`config.mk`:
```
export PLATFORM = sky130hd
export DESIGN_NAME = interp_phase_seq
export DESIGN_NICKNAME = d
export VERILOG_FILES = /design/src/rtl/interp_phase_seq.sv
export SDC_FILE = /design/constraint.sdc
export NUM_CORES = 1
export LEC_CHECK = 0
export CAP_MARGIN = 20
export CORE_MARGIN = 2
export CORE_UTILIZATION = 60
export CTS_CLUSTER_DIAMETER = 50
export DETAILED_ROUTE_END_ITERATION = 12
export GPL_TIMING_DRIVEN = 0
export HOLD_SLACK_MARGIN = 0.06
export PLACE_DENSITY = 0.83
export SLEW_MARGIN = 20
export SYNTH_ARGS = -nofsm -noshare
export SYNTH_HDL_FRONTEND = slang
export SYNTH_SLANG_ARGS = --single-unit
```
`constraint.sdc`:
```
create_clock -name clk -period 6.7 [get_ports clk]
set_input_delay 1.34 -clock clk [delete_from_list [all_inputs] [get_ports clk]]
set_output_delay 1.34 -clock clk [all_outputs]
set_load 0.1 [all_outputs]
```
`src/rtl/interp_phase_seq.sv`:
```
// interp_phase_seq: sample FIFO plus phase sequencer feeding a 4-tap polyphase interpolator.
// A window shift (and FIFO pop) happens exactly on cycles where addr_factor == PHASES-1.
module interp_phase_seq #(
    parameter int TAPS       = 4,
    parameter int PHASES     = 25,
    parameter int FIFO_DEPTH = 8,
    parameter int MULT_LAT   = 1
) (
    input  logic       clk,
    input  logic       rst_n,
    input  logic       clr,
    input  logic       en,
    input  logic       in_valid,
    output logic       in_ready,
    input  logic [7:0] in_data,
    output logic [7:0] addr_factor,
    output logic [7:0] addr_data,
    output logic [7:0] data_source,
    output logic       phase_valid,
    output logic       dout_valid,
    output logic [7:0] dout_phase
);
    localparam int AW = $clog2(FIFO_DEPTH);
    localparam int PW = $clog2(TAPS + 1);
    localparam logic [7:0] SHIFT = 8'(PHASES - 1);
    localparam logic [7:0] LAST = 8'(PHASES - 2);
    localparam logic [AW:0] FULL = (AW + 1)'(FIFO_DEPTH);

    typedef enum logic [1:0] {IDLE, PRIME, RUN, STALL} state_t;

    state_t        state, state_nx;
    logic [7:0]    factor_nx;
    logic [7:0]    mem [FIFO_DEPTH];
    logic [AW-1:0] wr_ptr, rd_ptr;
    logic [AW:0]   count, count_nx;
    logic [PW-1:0] prime_cnt;
    logic          push, pop;
    logic [MULT_LAT-1:0] v_pipe;
    logic [7:0]    p_pipe [MULT_LAT];

    assign in_ready    = count != FULL;
    assign push        = in_valid & in_ready;
    // A registered 24 is only ever issued when the FIFO is known non-empty, so it is the pop.
    assign pop         = (state == PRIME || state == RUN) && addr_factor == SHIFT;
    assign count_nx    = count + {{AW{1'b0}}, push} - {{AW{1'b0}}, pop};
    assign data_source = mem[rd_ptr];
    assign phase_valid = state == RUN;
    assign dout_valid  = v_pipe[MULT_LAT-1];
    assign dout_phase  = p_pipe[MULT_LAT-1];

    always_comb begin
        state_nx  = state;
        factor_nx = addr_factor;
        case (state)
            IDLE: begin
                factor_nx = 8'd0;
                if (en && count != 0) begin
                    state_nx  = PRIME;
                    factor_nx = SHIFT;
                end
            end
            PRIME: begin
                if (pop && prime_cnt == PW'(TAPS - 1)) begin
                    state_nx  = RUN;
                    factor_nx = 8'd0;
                end else begin
                    factor_nx = (count_nx != 0) ? SHIFT : 8'd0;
                end
            end
            RUN: begin
                if (addr_factor == SHIFT)
                    factor_nx = 8'd0;
                else if (addr_factor == LAST) begin
                    if (count != 0) factor_nx = SHIFT;
                    else state_nx = STALL;
                end else
                    factor_nx = addr_factor + 8'd1;
            end
            STALL: begin
                if (count != 0) begin
                    state_nx  = RUN;
                    factor_nx = SHIFT;
                end
            end
            default: begin
                state_nx  = IDLE;
                factor_nx = 8'd0;
            end
        endcase
    end

    always_ff @(posedge clk or negedge rst_n) begin
        if (!rst_n) begin
            state       <= IDLE;
            addr_factor <= 8'd0;
            addr_data   <= 8'd0;
            wr_ptr      <= '0;
            rd_ptr      <= '0;
            count       <= '0;
            prime_cnt   <= '0;
            for (int i = 0; i < FIFO_DEPTH; i++) mem[i] <= 8'd0;
        end else if (clr) begin
            state       <= IDLE;
            addr_factor <= 8'd0;
            addr_data   <= 8'd0;
            wr_ptr      <= '0;
            rd_ptr      <= '0;
            count       <= '0;
            prime_cnt   <= '0;
        end else begin
            state       <= state_nx;
            addr_factor <= factor_nx;
            count       <= count_nx;
            if (push) begin
                mem[wr_ptr] <= in_data;
                wr_ptr      <= wr_ptr + 1'b1;
            end
            if (pop) begin
                rd_ptr    <= rd_ptr + 1'b1;
                addr_data <= addr_data + 8'd1;
            end
            if (state == IDLE) prime_cnt <= '0;
            else if (state == PRIME && pop) prime_cnt <= prime_cnt + 1'b1;
        end
    end

    // Delay line tracks the multiplier; clr does not flush it so in-flight outputs drain.
    always_ff @(posedge clk or negedge rst_n) begin
        if (!rst_n) begin
            v_pipe <= '0;
            for (int i = 0; i < MULT_LAT; i++) p_pipe[i] <= 8'd0;
        end else begin
            v_pipe[0] <= phase_valid;
            p_pipe[0] <= addr_factor;
            for (int i = 1; i < MULT_LAT; i++) begin
                v_pipe[i] <= v_pipe[i-1];
                p_pipe[i] <= p_pipe[i-1];
            end
        end
    end
endmodule

```
After elaboration in Yosys (flattened, before gate mapping):

Index checks and enable logic that the tools add are counted.
Widths: inputs -> output; s select.

* word-level logic and storage cells: 90
* output and inout port bits: 35
* input port bits: 13
* flip-flop bits (word level): 104

* bitwise logic cells: 4
* multiplexer cells: 32
* $add $sub $neg: 7
* reduce and logical (&&, ||, !) cells: 14
* order comparisons: 3
* equality and inequality tests: 13

Operators with widths (count)
* $mux 8: 9
* $bwmux 64: 1
* $pmux 8 s4: 1
* $bmux 8 s3: 1
* $demux 8 s3: 1
* $mux 3: 7
* $add 8x1->8 const B: 2
* $eq 8x5->1 const B: 2
* $mux 5: 3
* $mux 2: 7
* $ne 3x3->1 const B: 4
* $add 3x1->3 const B: 3
* $ge 4x4->1 const B: 2
* $not 3->4: 2
* $pmux 2 s4: 1
* $reduce_bool 4->1: 2
* $ne 3x2->1 const B: 2
* $reduce_and 6->1: 1
* $logic_and 1x1->1: 5
* $add 4x1->4: 1
* $eq 2x2->1 const B: 2
* $lt 4x1->1 const B: 1
* $mux 4: 1
* $ne 4x4->1 const B: 1
* other kinds (10): 11

Longest topological paths before layout:

* depth in word-level cells: 9
* gate-level depth with buffers: 12
* mapped depth without buffers: 11

Least setup slack after synthesis:

OpenSTA, ideal clock, no wires.

* path kind: flip-flop to flip-flop
* start: register addr_factor[4]
* end: register addr_factor[3]
* buffers on the path: 1
* path slack: 3066 ps
* cell stages (with the launch flop): 11
* arrival: 3488 ps
* cells stage by stage: dfrtp_1 nor4b_1 clkbuf_1 nand2_1 xor2_1 ha_1 fa_1 xnor2_1 o2111ai_1 o32ai_1 a311oi_1

* cells in the longest elaborated chain, start to end: 8

Ends and longest elaborated chain
* start, declared: line 16 `output logic [7:0] addr_factor,`
* start signal, assigned: line 112 `addr_factor <= factor_nx;`
* $eq 8x5->1: line 44, 71
* $logic_and 1x1->1: line 44 `assign pop = (state == PRIME || state == RUN) && addr_factor == SHIFT;`
* $sub 4x1->4: line 45 `assign count_nx = count + {{AW{1'b0}}, push} - {{AW{1'b0}}, pop};`
* $reduce_bool 4->1: line 67 `factor_nx = (count_nx != 0) ? SHIFT : 8'd0;`
* $mux 5: line 67
* $mux 5: line 63 `if (pop && prime_cnt == PW'(TAPS - 1)) begin`
* $pmux 8 s4 (*): line 54 `case (state)`
* $mux 8 (*): line 102 `end else if (clr) begin`

Mark *: on every way between the ends. The rest lies on a longest branch, timed or not.
A chain may end at the register's enable or synchronous reset.

Worst setup path after layout:

* start: register rd_ptr[0]
* end: output data_source[3]

* cells in the longest elaborated chain, start to end: 4

Ends and longest elaborated chain
* start, declared: line 34 `logic [AW-1:0] wr_ptr, rd_ptr;`
* start signal, assigned: line 119 `rd_ptr <= rd_ptr + 1'b1;`
* $not 3->4 (implied by the code): line 46 `assign data_source = mem[rd_ptr];`
* $bmux 8 s3: line 46
* $mux 8 (implied by the code) (2 in a row): line 46
* end, declared: line 18 `output logic [7:0] data_source,`

No other way between the ends. The select of a mux whose other input is x is not followed.

==> flow_summary.toml <==
[worst_setup_path]
r2r_end = "addr_factor[3]"
arrival_ns = 3.55
r2r_slack_ns = 2.83
reg2reg_from = "addr_factor[5]"
worstPathRequired_ns = 5.36
cp-end-kind = "output port"
critPathKind = "reg2out"
cp_slowest_stage_delay_ns = 0.97
cp_slowest_cell = "clkdlybuf4s50_1"
crit_family = "buffers and inverters"
cp_max_fo = 10
cp_cell_sequence = "clkbuf_1 -> buf_2 -> mux4_2 -> mux2_2 -> clkdlybuf4s50_1"
r2r.worst_path.cells = 10
crit_buf_inv = 3
worst_setup_path_start_kind = "flip-flop"

[floorplanning]
initial_core_util_pct = 61.63
die_h_um = 95.64
die_w_um = 95.64
coreArea_mm2 = 0.008175
rows = 33
io_pins = 48
die-area_mm2 = 0.009147

[logic_synthesis]
synthArstFlopShare_pct = 100.0
synth_fp_nets = 415
synth-seq-area-share_pct = 51.65
synth_top_area_cell = "dfrtp_1"
netlist_area_mm2 = 0.005039
synth_compound_area_share_pct = 4.569
yosys_warnings = 0
synth-adder-area-share_pct = 4.370
ys_types = 51
synth_top_family_by_area = "multiplexers"
syn_avg_cell_area_um2 = 13.09
ys_ff_latch = 104
synthSimpleGateAreaFrac_pct = 9.883
synth_edf_count = 0
synth_top_area_share_pct = 51.65
synth_xor_xnor_area_share_pct = 2.607
ys.flop_type = "dfrtp_1"
netlist_instances = 385
ys_top_cells_by_area = "dfrtp_1, mux2_2, mux4_2, ha_1, nor2_1"
synth_mux_area_share_pct = 24.26

[clock_network]
cts_tree = "done"
cts_hold_buf = 0
clock_latency_ns = 0.36
cts_root_buffer = "clkbuf_8"
cts_buffer_depth = 2
numCtsBuffers = 9
clk_pin_slew_ns = 0.09
cts_setup_buffers = 0
post_cts_resized = 0
htreeDepth = 3
clock-sinks = 104

[worst_hold_path]
hp-start = "addr_factor[2]"
hp-class = "reg2reg"
min_to = "dout_phase[2]"
min_path_cells = 0

[timing]
max_slew_margin_pct = 34.71
setup_tns_ns = 0
tightest_slew_ns = 0.9763
min_period_over_period_pct = 73.05
fmax_mhz = 204.3
rsz0062_at_grt = "no"
maxSlewViolCount = 0
finalCriticalPeriod_ns = 4.894
setup_viol = 0
hold_violations = 0
skew_ns = 0.01445

[global_route]
grtUsageTotal_pct = 23.95
gr-total-overflow = 0
use_met3_pct = 5.613
antenna_found_initial = 0
grtUsageMet1_pct = 34.10
grt_pass1_wl_um = 16420
use_met2_pct = 37.76
grt_max_degree = 84
grt_pass1_vias = 3302
grt.busiest_layer = "met2"

[pwr]
power_mw = 2.066
cellLeakagePower_nw = 2.576
p_per_area_mw_per_mm2 = 354.5
max-vdd-ir-drop_v = 0.0001910

[run_status]
status = "finished, final reports clean"

[run]
drv_cap = 0

[routing]
vias = 3273
drc = 0
totalWireLength_um = 10030
drtPass1Iterations = 4
avgViaCountPerCell = 5.919
wl_per_cell_um = 18.14
ant_nets = 0
drt_iter0_drc = 121

[cells_and_area]
diodes = 0
final_cell_area_mm2 = 0.005828
area_growth_pct = 15.67
instances_no_fill = 553
n_fill_cell = 542
final_cell_mix = "dfrtp_1, mux2_2, clkdlybuf4s50_1"
mostFrequentLayoutCell = "dfrtp_1"
drive_above_1_share_pct = 26.34
fin_nets = 473

[placed_design]
place_area_mm2 = 0.005659
numPortBuffers = 46
hpwl_um = 6847
gp_congestion = 0.9002
placed_cells = 537
==> stage by stage <==
stage | worst slack [ns] | util, % | hold WS [ns]
2_1_floorplan | 3.066 | - | 0.4741
3_5_place_dp | 2.147 | 69.22 | 0.4082
5_1_grt | 1.613 | 71.29 | 0.4331
4_1_cts | 1.750 | 71.29 | 0.4312
3_3_place_gp | 0.5548 | 68.87 | 0.4006
6_report | 1.806 | 71.29 | 0.4314
==> cells by family (layout without fill, tap and decap cells) <==
family	count (synthesis)	after routing
buffers and inverters	35	98
adder cells (fa/ha/maj)	17	17
flip-flops	104	104
AND/OR/NAND/NOR	87	87
XOR/XNOR	15	15
AO/OA/AOI/OAI	34	34
multiplexers	93	93
==> area by class of cell <==
class | count | area (µm²) | share of cell area (%)
Multi-Input combinational cell | 246 | 2302 | 39.50
Clock buffer | 9 | 123.9 | 2.125
Buffer | 20 | 77.57 | 1.331
Timing Repair Buffer | 47 | 489.2 | 8.394
Clock inverter | 7 | 45.04 | 0.7729
Inverter | 15 | 56.30 | 0.9661
Tap cell | 105 | 131.4 | 2.254
Sequential cell | 104 | 2603 | 44.65
==> per-layer routing <==
| layer | up-vias | share of wire (%) |
|---|---|---|
| li1 | 1522 | - |
| met5 | - | 0 |
| met2 | 77 | 49 |
| met1 | 1663 | 45 |
| met3 | 11 | 5.6 |
| met4 | 0 | 0.98 |
==> synth_stat cells, drive strengths merged, types with 9 or more instances <==
library cell  instances
mux4                 16
clkbuf               15
xor2                 10
ha                   16
dfrtp               104
nand3                16
a21oi                 9
nor2                 25
nand2                 9
inv                  15
mux2                 73
==> worst max-delay path by stage <==
stage,from,end,slack (ns),cells past startpoint
final,rd_ptr[0],data_source[3],1.81,5
after global placement,rst_n,mem[29],0.55,1
after CTS,rd_ptr[0],data_source[3],1.75,5
after global routing,rd_ptr[0],data_source[6],1.61,5
after floorplan,addr_factor[4],addr_factor[3],3.07,10
after detailed placement,rd_ptr[0],data_source[3],2.15,5
==> power by group <==
group | switching (mW) | internal (mW) | leakage, nW
Combinational | 0.585 | 0.311 | 1.09
Sequential | 0.0719 | 0.749 | 1.40
Clock | 0.213 | 0.135 | 0.0896
Total | 0.870 | 1.20 | 2.58
==> registers in the layout, summed over array words and instances, names as in the netlist <==
name / cells
addr_factor: 8
wr_ptr: 3
addr_data: 8
mem: 64
dout_valid: 1
prime_cnt: 3
state: 2
dout_phase: 8
count: 4
rd_ptr: 3
Power figures use the tool's default switching activity.
